--- src/rtl/reg_arb_pkg.sv ---
// Shared types and defaults for the register write arbiter.
// REG_ARB_LOCK_EN adds the LOCKED state for multi-cycle exclusive ownership.
package reg_arb_pkg;

  localparam int NREQ_DEF = 4;
  localparam int DW_DEF   = 4;

`ifdef REG_ARB_LOCK_EN
  typedef enum logic [1:0] {
    IDLE   = 2'd0,
    GRANT  = 2'd1,
    LOCKED = 2'd2
  } arb_state_e;
`else
  typedef enum logic [1:0] {
    IDLE  = 2'd0,
    GRANT = 2'd1
  } arb_state_e;
`endif

  // Index width that stays legal for a single requester.
  function automatic int idx_w(input int n);
    return (n > 1) ? $clog2(n) : 1;
  endfunction

endpackage

--- src/rtl/reg_wr_arbiter_rr_pick.sv ---
// Combinational round-robin picker: first set req bit at or above ptr,
// wrapping from NREQ-1 back to 0.
module rr_pick
  import reg_arb_pkg::*;
#(
  parameter int NREQ = NREQ_DEF,
  localparam int PW  = idx_w(NREQ)
) (
  input  logic [NREQ-1:0] req,
  input  logic [PW-1:0]   ptr,
  output logic [NREQ-1:0] win,
  output logic [PW-1:0]   win_idx,
  output logic            vld
);

  int cand;

  always_comb begin
    win     = '0;
    win_idx = '0;
    vld     = 1'b0;
    cand    = 0;
    for (int i = 0; i < NREQ; i++) begin
      cand = int'(ptr) + i;
      if (cand >= NREQ) cand = cand - NREQ;
      if (!vld && req[cand]) begin
        vld       = 1'b1;
        win_idx   = PW'(cand);
        win[cand] = 1'b1;
      end
    end
  end

endmodule

--- src/rtl/reg_wr_arbiter.sv ---
// Round-robin arbiter sharing one register write port among NREQ requesters.
// Optional REG_ARB_LOCK_EN: lock input lets a winner hold the port over several writes.
module reg_wr_arbiter
  import reg_arb_pkg::*;
#(
  parameter int NREQ = NREQ_DEF,
  parameter int DW   = DW_DEF
) (
  input  logic                     clk,
  input  logic                     rst,
  input  logic [NREQ-1:0]          req,
  input  logic [NREQ-1:0][DW-1:0]  wr_data,
`ifdef REG_ARB_LOCK_EN
  input  logic [NREQ-1:0]          lock,
`endif
  output logic [NREQ-1:0]          gnt,
  output logic                     reg_we,
  output logic [DW-1:0]            reg_wdata,
  output logic                     busy
);

  localparam int PW = idx_w(NREQ);

  arb_state_e      state, state_nxt;
  logic [PW-1:0]   ptr, ptr_nxt;
  logic [NREQ-1:0] gnt_nxt;
  logic            we_nxt;
  logic [DW-1:0]   wdata_nxt;

  logic [NREQ-1:0] pick_win;
  logic [PW-1:0]   pick_idx;
  logic            pick_vld;

`ifdef REG_ARB_LOCK_EN
  logic [PW-1:0]   owner, owner_nxt;
`endif

  function automatic logic [PW-1:0] next_ptr(input logic [PW-1:0] i);
    return (int'(i) == NREQ - 1) ? '0 : i + PW'(1);
  endfunction

  rr_pick #(.NREQ(NREQ)) u_pick (
    .req     (req),
    .ptr     (ptr),
    .win     (pick_win),
    .win_idx (pick_idx),
    .vld     (pick_vld)
  );

  always_comb begin
    state_nxt = state;
    ptr_nxt   = ptr;
    gnt_nxt   = '0;
    we_nxt    = 1'b0;
    wdata_nxt = reg_wdata;
`ifdef REG_ARB_LOCK_EN
    owner_nxt = owner;
`endif
    case (state)
      IDLE: begin
        if (pick_vld) begin
          gnt_nxt   = pick_win;
          we_nxt    = 1'b1;
          wdata_nxt = wr_data[pick_idx];
          ptr_nxt   = next_ptr(pick_idx);
          state_nxt = GRANT;
`ifdef REG_ARB_LOCK_EN
          if (lock[pick_idx]) begin
            state_nxt = LOCKED;
            owner_nxt = pick_idx;
          end
`endif
        end
      end
      GRANT: state_nxt = IDLE;
`ifdef REG_ARB_LOCK_EN
      // Owner keeps the port; a write issues only on edges where it still requests.
      LOCKED: begin
        if (!lock[owner]) begin
          state_nxt = IDLE;
          ptr_nxt   = next_ptr(owner);
        end else if (req[owner]) begin
          gnt_nxt[owner] = 1'b1;
          we_nxt         = 1'b1;
          wdata_nxt      = wr_data[owner];
        end
      end
`endif
      default: state_nxt = IDLE;
    endcase
  end

  always_ff @(posedge clk) begin
    if (rst) begin
      state     <= IDLE;
      ptr       <= '0;
      gnt       <= '0;
      reg_we    <= 1'b0;
      reg_wdata <= '0;
`ifdef REG_ARB_LOCK_EN
      owner     <= '0;
`endif
    end else begin
      state     <= state_nxt;
      ptr       <= ptr_nxt;
      gnt       <= gnt_nxt;
      reg_we    <= we_nxt;
      reg_wdata <= wdata_nxt;
`ifdef REG_ARB_LOCK_EN
      owner     <= owner_nxt;
`endif
    end
  end

  assign busy = (state != IDLE);

endmodule

--- config.mk ---
export PLATFORM = sky130hd
export DESIGN_NAME = reg_wr_arbiter
export DESIGN_NICKNAME = d
export VERILOG_FILES = /design/src/rtl/reg_arb_pkg.sv /design/src/rtl/reg_wr_arbiter_rr_pick.sv /design/src/rtl/reg_wr_arbiter.sv
export SDC_FILE = /design/constraint.sdc
export NUM_CORES = 1
export LEC_CHECK = 0
export BUFFER_PORTS_ARGS = -buffer_cell sky130_fd_sc_hd__buf_2
export CAP_MARGIN = 15
export CORE_ASPECT_RATIO = 0.7
export CORE_MARGIN = 2
export CORE_UTILIZATION = 40
export CTS_BUF_LIST = sky130_fd_sc_hd__clkbuf_2
export CTS_CLUSTER_SIZE = 40
export DETAILED_ROUTE_END_ITERATION = 10
export PLACE_DENSITY_LB_ADDON = 0.08
export SLEW_MARGIN = 20
export SYNTH_ARGS = -nofsm -noshare
export SYNTH_HDL_FRONTEND = slang
export SYNTH_HIERARCHICAL = 1
export SYNTH_SLANG_ARGS = --single-unit
--- constraint.sdc ---
create_clock -name clk -period 6.2 [get_ports clk]
set_input_delay 0.62 -clock clk [delete_from_list [all_inputs] [get_ports clk]]
set_output_delay 0.62 -clock clk [all_outputs]
set_load 0.01 [all_outputs]
Word level (Yosys, flattened, before mapping)
Index checks and enable logic that the tools add are counted.
{"block": "totals", "regBits": 12, "input_bits": 22, "out_inout_bits": 10, "wordCells": 86}
{"block": "classes", "add_sub_neg": 8, "magnitude_cmp": 13, "n_eq_ne": 1, "n_mux": 40, "n_bitwise": 5, "n_reduce_logical": 14}
{"op": "32-bit by 1-bit >= comparator with 1-bit output, second input constant", "n": 4}
{"op": "32-bit by 4-bit < comparator with 1-bit output, second input constant", "n": 4}
{"op": "32-bit 2-to-1 mux", "n": 4}
{"op": "32-bit by 4-bit >= comparator with 1-bit output, second input constant", "n": 3}
{"op": "32-bit by 4-bit subtractor with 32-bit output, second input constant", "n": 3}
{"op": "4-bit 2-to-1 mux", "n": 5}
{"op": "1-bit 2-to-1 mux", "n": 17}
{"op": "4-bit bitwise OR", "n": 3}
{"op": "2-bit 2-to-1 mux", "n": 5}
{"op": "1-bit binary-select mux with 2-bit select", "n": 4}
{"op": "4-bit binary-select mux with 2-bit select", "n": 1}
{"op": "1-bit demux with 2-bit select", "n": 4}
{"op": "1-bit logical AND", "n": 7}
{"op": "2-bit by 2-bit adder with 3-bit output, second input constant", "n": 2}
{"op": "2-bit by 3-bit subtractor with 4-bit output, second input constant", "n": 1}
{"op": "2-bit by 1-bit adder with 3-bit output, second input constant", "n": 1}
{"op": "2-bit by 3-bit >= comparator with 1-bit output, second input constant", "n": 1}
{"op": "1-bit logical NOT", "n": 3}
{"op": "2-bit by 3-bit < comparator with 1-bit output, second input constant", "n": 1}
{"op": "3-bit OR reduction", "n": 1}
{"op": "2-bit by 1-bit adder with 2-bit output, second input constant", "n": 1}
{"op": "2-bit by 1-bit == test with 1-bit output, second input constant", "n": 1}
{"op": "2-bit logical NOT", "n": 1}
{"op": "1-bit NOT", "n": 2}
{"op": "other kinds (2)", "n": 2}

Depth between registers and ports, before layout
{"block": "logic_depth", "depth_word": 17, "depth_mapped": 11, "mapped_depth_nobuf": 9}

Hierarchy
Netlist, hierarchy kept.
{"mod": "reg_wr_arbiter", "n_inst": 1, "cells_per_inst": 39, "area_per_inst_um2": 493.0, "seq_area_each_um2": 240.2}
{"mod": "rr_pick", "n_inst": 1, "cells_per_inst": 48, "area_per_inst_um2": 460.4, "seq_area_each_um2": 0.0}

Worst setup path before layout
OpenSTA, ideal clock, no wires.
{"block": "synth_timing", "path_kind": "input to register", "from": "in req[2]", "to": "reg reg_wdata[0]", "setup_ns": 0.115, "arrival_time_ns": 2.823, "required_ns": 6.085, "slack_ns": 3.262, "stages": 6, "path_buffers": 1, "cell_sequence": "mux4_1 -> clkbuf_1 -> o31ai_1 -> mux4_1 -> mux2i_1 -> nor2_1"}
{"block": "synth_between", "elab_chain_len": 15, "word_cells_on_any_way": 29, "classes_between": "22 x mux; 7 x reduce/logical"}
{"element": "start: declaration", "line_no": "reg_wr_arbiter.sv:11", "source": "input logic [NREQ-1:0] req,"}
{"element": "1-bit binary-select mux with 2-bit select", "line_no": "reg_wr_arbiter_rr_pick.sv:26", "source": "if (!vld && req[cand]) begin"}
{"element": "1-bit 2-to-1 mux (not written as such) (2 in series)", "line_no": "reg_wr_arbiter_rr_pick.sv:26"}
{"element": "1-bit 2-to-1 mux", "line_no": "reg_wr_arbiter_rr_pick.sv:26"}
{"element": "1-bit logical NOT", "line_no": "reg_wr_arbiter_rr_pick.sv:26"}
{"element": "1-bit logical AND", "line_no": "reg_wr_arbiter_rr_pick.sv:26"}
{"element": "1-bit 2-to-1 mux", "line_no": "reg_wr_arbiter_rr_pick.sv:26"}
{"element": "1-bit logical NOT", "line_no": "reg_wr_arbiter_rr_pick.sv:26"}
{"element": "1-bit logical AND", "line_no": "reg_wr_arbiter_rr_pick.sv:26"}
{"element": "1-bit 2-to-1 mux", "line_no": "reg_wr_arbiter_rr_pick.sv:26"}
{"element": "1-bit logical NOT", "line_no": "reg_wr_arbiter_rr_pick.sv:26"}
{"element": "1-bit logical AND", "line_no": "reg_wr_arbiter_rr_pick.sv:26"}
{"element": "2-bit 2-to-1 mux *", "line_no": "reg_wr_arbiter_rr_pick.sv:26"}
{"element": "net pick_idx[0]", "line_no": "reg_wr_arbiter.sv:31", "source": "logic [PW-1:0] pick_idx;"}
{"element": "4-bit binary-select mux with 2-bit select *", "line_no": "reg_wr_arbiter.sv:64", "source": "wdata_nxt = wr_data[pick_idx];"}
{"element": "4-bit 2-to-1 mux (not written as such) *", "line_no": "reg_wr_arbiter.sv:64"}
{"element": "end signal: assignment", "line_no": "reg_wr_arbiter.sv:108", "source": "reg_wdata <= wdata_nxt;"}
{"element": "end: declaration", "line_no": "reg_wr_arbiter.sv:18", "source": "output logic [DW-1:0] reg_wdata,"}
Mark *: on every way through the listed nets, which the timed path passes. The rest lies on a longest branch. The select of a mux whose other input is x is not followed.
A chain may end at the register's enable or synchronous reset.

Final worst setup path
{"block": "layout_timing", "from": "reg ptr[0]", "to": "reg reg_wdata[2]"}
{"block": "layout_between", "elab_chain_len": 17, "word_cells_on_any_way": 44, "classes_between": "7 x add/sub; 4 x order compare; 26 x mux; 7 x reduce/logical"}
{"element": "start: declaration", "line_no": "reg_wr_arbiter.sv:25", "source": "logic [PW-1:0] ptr, ptr_nxt;"}
{"element": "start signal: assignment", "line_no": "reg_wr_arbiter.sv:105", "source": "ptr <= ptr_nxt;"}
{"element": "parallel branches: the longest is 14 deep, another holds 32-bit by 4-bit subtractor with 32-bit output"}
{"element": "2-bit 2-to-1 mux *", "line_no": "reg_wr_arbiter_rr_pick.sv:26"}
{"element": "net pick_idx[0]", "line_no": "reg_wr_arbiter.sv:31"}
{"element": "4-bit binary-select mux with 2-bit select *", "line_no": "reg_wr_arbiter.sv:64"}
{"element": "4-bit 2-to-1 mux (not written as such) *", "line_no": "reg_wr_arbiter.sv:64"}
Mark *: on every way through the listed nets, which the timed path passes. The select of a mux whose other input is x is not followed.

==> impl.org <==
** Run status
- The run finished with clean final reports.

** Logic synthesis
- Number of instances in the synthesized netlist :: 87
- Number of storage elements in the synthesis netlist :: 12
- Library cell with the largest summed area after synthesis :: dfxtp_1
- Of the post-synthesis cell area, the dominant cell type holds 0.2520.
- Sequential area share after synthesis :: 0.2520
- EDFF count, synth :: 0
- Post-Synthesis Net Count :: 118
- Counting flops with an async set or reset pin after synthesis yields a share of 0.
- Most instantiated library cell after synthesis :: dfxtp_1
- Synth unique cells :: 27
- YS warnings :: 6
- Dominant register cell in the synthesized netlist :: dfxtp_1
- Cells taking the most area after synthesis :: dfxtp_1 (25%), mux4_1 (19%), ha_1 (12%), mux2i_1 (6.3%), a22oi_1 (6.3%)
- Top cell types by occurrence after synthesis :: dfxtp_1 (12), ha_1 (9), nor2_1 (9)
- Syn Std Cell Area :: 953.4 um^2
- Average cell area after synthesis :: 10.96 um^2

** CTS
- The number of clock buffers added by TritonCTS is 3.
- Number of hold-repair buffers added at the cts stage :: 0
- Clk Tree Root Cell :: clkbuf_2
- The clock passes through at most 2 buffers.
- Clock tree synthesis found a total of 12 sinks.
- In this run the post-CTS setup repair buffer count came out at 0.
- CTS tree :: yes
- Source-to-sink clock delay at the later pin of the worst-skew pair :: 0.26 ns
- Post-CTS repair changed the size of 0 cells.
- CTS built an H-tree with a depth of 1.
- Register clock-pin slew on the reported worst setup and hold paths :: 0.11 ns

** Pwr
- Dividing total power by cell area gives a power density of 407.8 nW/um^2.
- The analysis attributes to net switching a power of 0.1976 mW.
- IR analysis of the VDD net gives a maximum drop of 0.1802 mV.
- Cell internal power was estimated by the tool at 0.2626 mW.
- Switching part of the total power :: 0.4294
- Clock group share of total power :: 0.086
- For this design the static power due to leakage is 0.5142 nW.
- Of the total power, combinational logic draws 0.628.
- The share of total power dissipated in sequential elements is 0.286.

** STA
- The routed design could run at a clock period as short as 3.411 ns.
- Final worst path period share :: 0.5502
- Pin slew with the least headroom to its limit :: 0.8748 ns
- Measured against its own limit, the worst slew margin works out to 0.4118.
- Worst clock skew on the final layout :: 0.003540 ns
- Fin. Hold Viols :: 0
- The total count of max-transition violations in the final report is 0.
- For the final routed database, the setup TNS stands at 0 ns.
- Finish-stage setup viols :: 0
- Post-layout worst setup margin :: 2.789 ns
- Peak clock frequency supported by timing :: 293.2 MHz
- Setup repair after global routing left no endpoint under its margin.

** Worst setup path
- The worst setup path is captured at a flip-flop.
- For the worst setup path, the data arrival time is 3.58 ns.
- Among all stages on the critical path, the largest delay is contributed by o31ai_1.
- Slowest Stage Delay on Critical Path :: 0.72 ns
- Sort of element at the start of the critical path :: flip-flop
- CP required :: 6.37 ns
- Crit path kind :: reg -> reg
- Largest delay contributor family on the critical path :: multiplexers
- Depth of the critical timing path with buffers and inverters included :: 8
- Counting both buffers and inverters, the worst setup path holds a total of 1.
- The critical path goes through inv_1 -> ha_1 -> mux4_2 -> a21oi_1 -> o31ai_1 -> mux4_1 -> mux2i_1 -> nor2_1.
- The number of cells on the worst reg-to-reg path is 8.
- The critical path starts at ptr[0].
- Of all nets on the critical path, the largest fanout is 15.
- The startpoint identified for the worst register-to-register timing path is ptr[0].

** Global routing
- Via count of the first global-routing pass :: 752
- Entering global routing, the biggest net connects 16 pins.
- Global-route met3 utilization :: 0.05237
- After global routing the overflow that remains totals 0.
- Layer carrying the most global-route usage :: met2
- The first global-routing pass estimated 3.284 mm of wire.
- Met1 demand-to-capacity share in global routing :: 0.1766
- Initial antenna violation count :: 0
- For met2 alone, demand over resource in global routing was 0.2826.
- GR Util All Layers :: 0.1498

** Place
- In this run, placement finished with an instance count of 145.
- Total half-perimeter wirelength after legalization and detailed placement :: 1.507 mm
- OpenSTA, run right after detailed placement, puts the worst setup slack at 2.778 ns.
- Input and output buffers added on the ports amount to 31.
- The congestion estimate from routability-driven global placement came to 0.7333.

** Worst hold path
- The worst hold path belongs to the class reg -> reg.
- Along the worst hold path, the cell count comes to 2.
- Startpoint of the most critical hold path :: reg_wdata[0]

** Layout
- Number of nets in the layout :: 149
- In the final layout, the share of cells above drive strength 1 is 0.3333.
- Util after Layout :: 0.5113
- Area taken by multi-input logic gates :: 659.4 um^2
- The number of antenna diodes in the final layout is 0.
- Filler cell count :: 205
- FF+latch area :: 240.2 um^2
- For this run, the number of standard cells in the final layout without fillers is 149.
- Area growth from synthesis to final layout :: 18.37%

** Floorplan
- IO Pins :: 32
- The initial utilization of the core area, before any placement, comes to 0.4320.
- Floorplan die area :: 2796 um^2
- Die outline width :: 62.35 um
- The floorplan has 14 rows.
- Die Height :: 44.85 um
- Area of the core :: 2207 um^2

** Drt
- The routed layout has 783 vias.
- Wire length reported by the detailed router :: 1.962 mm
- Before antenna repair, the detailed router went through 4 iterations.
- After detailed routing, the number of remaining DRC violations is 0.
- Mean routed wirelength per cell :: 13.17 um
- Via density :: 5.255
- Once detail routing completed, the nets flagged for antenna violations numbered 0.
- Drt initial violations :: 16

** Job
- Max-cap check violation count :: 0
## tightest hold or removal path: stages, from the launching register on
cell and delay (ns):
dfxtp_1 0.34, mux2i_1 0.07, nor2_1 0.07
## cells by family (layout without fill, tap and decap cells)
family / count (synthesis) / in the layout / share of synthesized area
compound gates: 19 / 19 / 0.1352
fa+ha+maj: 9 / 9 / 0.1181
buf+inv: 9 / 39 / 0.05642
flops: 12 / 12 / 0.2520
mux: 16 / 16 / 0.3032
simple gates: 22 / 22 / 0.1352
## worst paths after layout
path	slack (ns)	end
setup reg to reg	2.79	reg_wdata[2]
hold reg to reg	0.51	reg_wdata[0]
hold / removal	0.51	reg_wdata[0]
setup / recovery	2.79	reg_wdata[2]
## per-stage QoR
| stage | area [um^2] | power, mW | hold slack, ns |
|---|---|---|---|
| final | 1129 | 0.4602 | 0.5071 |
| after global routing | 1129 | 0.5026 | 0.5660 |
| after CTS | 1129 | 0.4627 | 0.5128 |
| after detailed placement | 1110 | 0.4206 | 0.4830 |
| after global placement | 1110 | 0.4176 | 0.4706 |
| after floorplan | 953.4 | 0.3664 | 0.5088 |
## layout by cell type (no fill, tap or decap), drive strengths merged, types with 2 or more instances in the layout
cell type  count
buf           31
dfxtp         12
nor2           9
ha             9
a22oi          8
mux4           8
mux2i          6
o21ai          5
and2           4
inv            4
clkbuf         3
nand2b         2
nand2          2
a21oi          2
mux2           2
## power by group through the flow
| stage | registers [mW] | clock network [mW] | logic [mW] |
|---|---|---|---|
| after CTS | 0.132 | 0.0414 | 0.289 |
| after global placement | 0.133 | 0 | 0.284 |
| after detailed placement | 0.134 | 0 | 0.287 |
| after global routing | 0.137 | 0.0459 | 0.320 |
| final | 0.132 | 0.0395 | 0.289 |
| after floorplan | 0.136 | 0 | 0.230 |
## flip-flops by register name (all words and copies together) (netlist names)
name / cells
gnt: 4
ptr: 2
reg_wdata: 4
reg_we: 1
state: 1
## metal layers
| layer | vias to the layer above | share of wire |
|---|---|---|
| li1 | 395 | - |
| met1 | 360 | 0.48 |
| met2 | 26 | 0.46 |
| met3 | 2 | 0.048 |
| met4 | 0 | 0.0051 |
| met5 | - | 0 |
## final cells by class
class / count / share of cell area
multi-input cells: 66 / 0.5843
inverters: 4 / 0.01330
flip-flops and latches: 12 / 0.2129
repair buffers: 31 / 0.1375
well taps: 32 / 0.03548
clock inverters: 1 / 0.003326
clock buffers: 3 / 0.01330
Power figures use the tool's default switching activity.
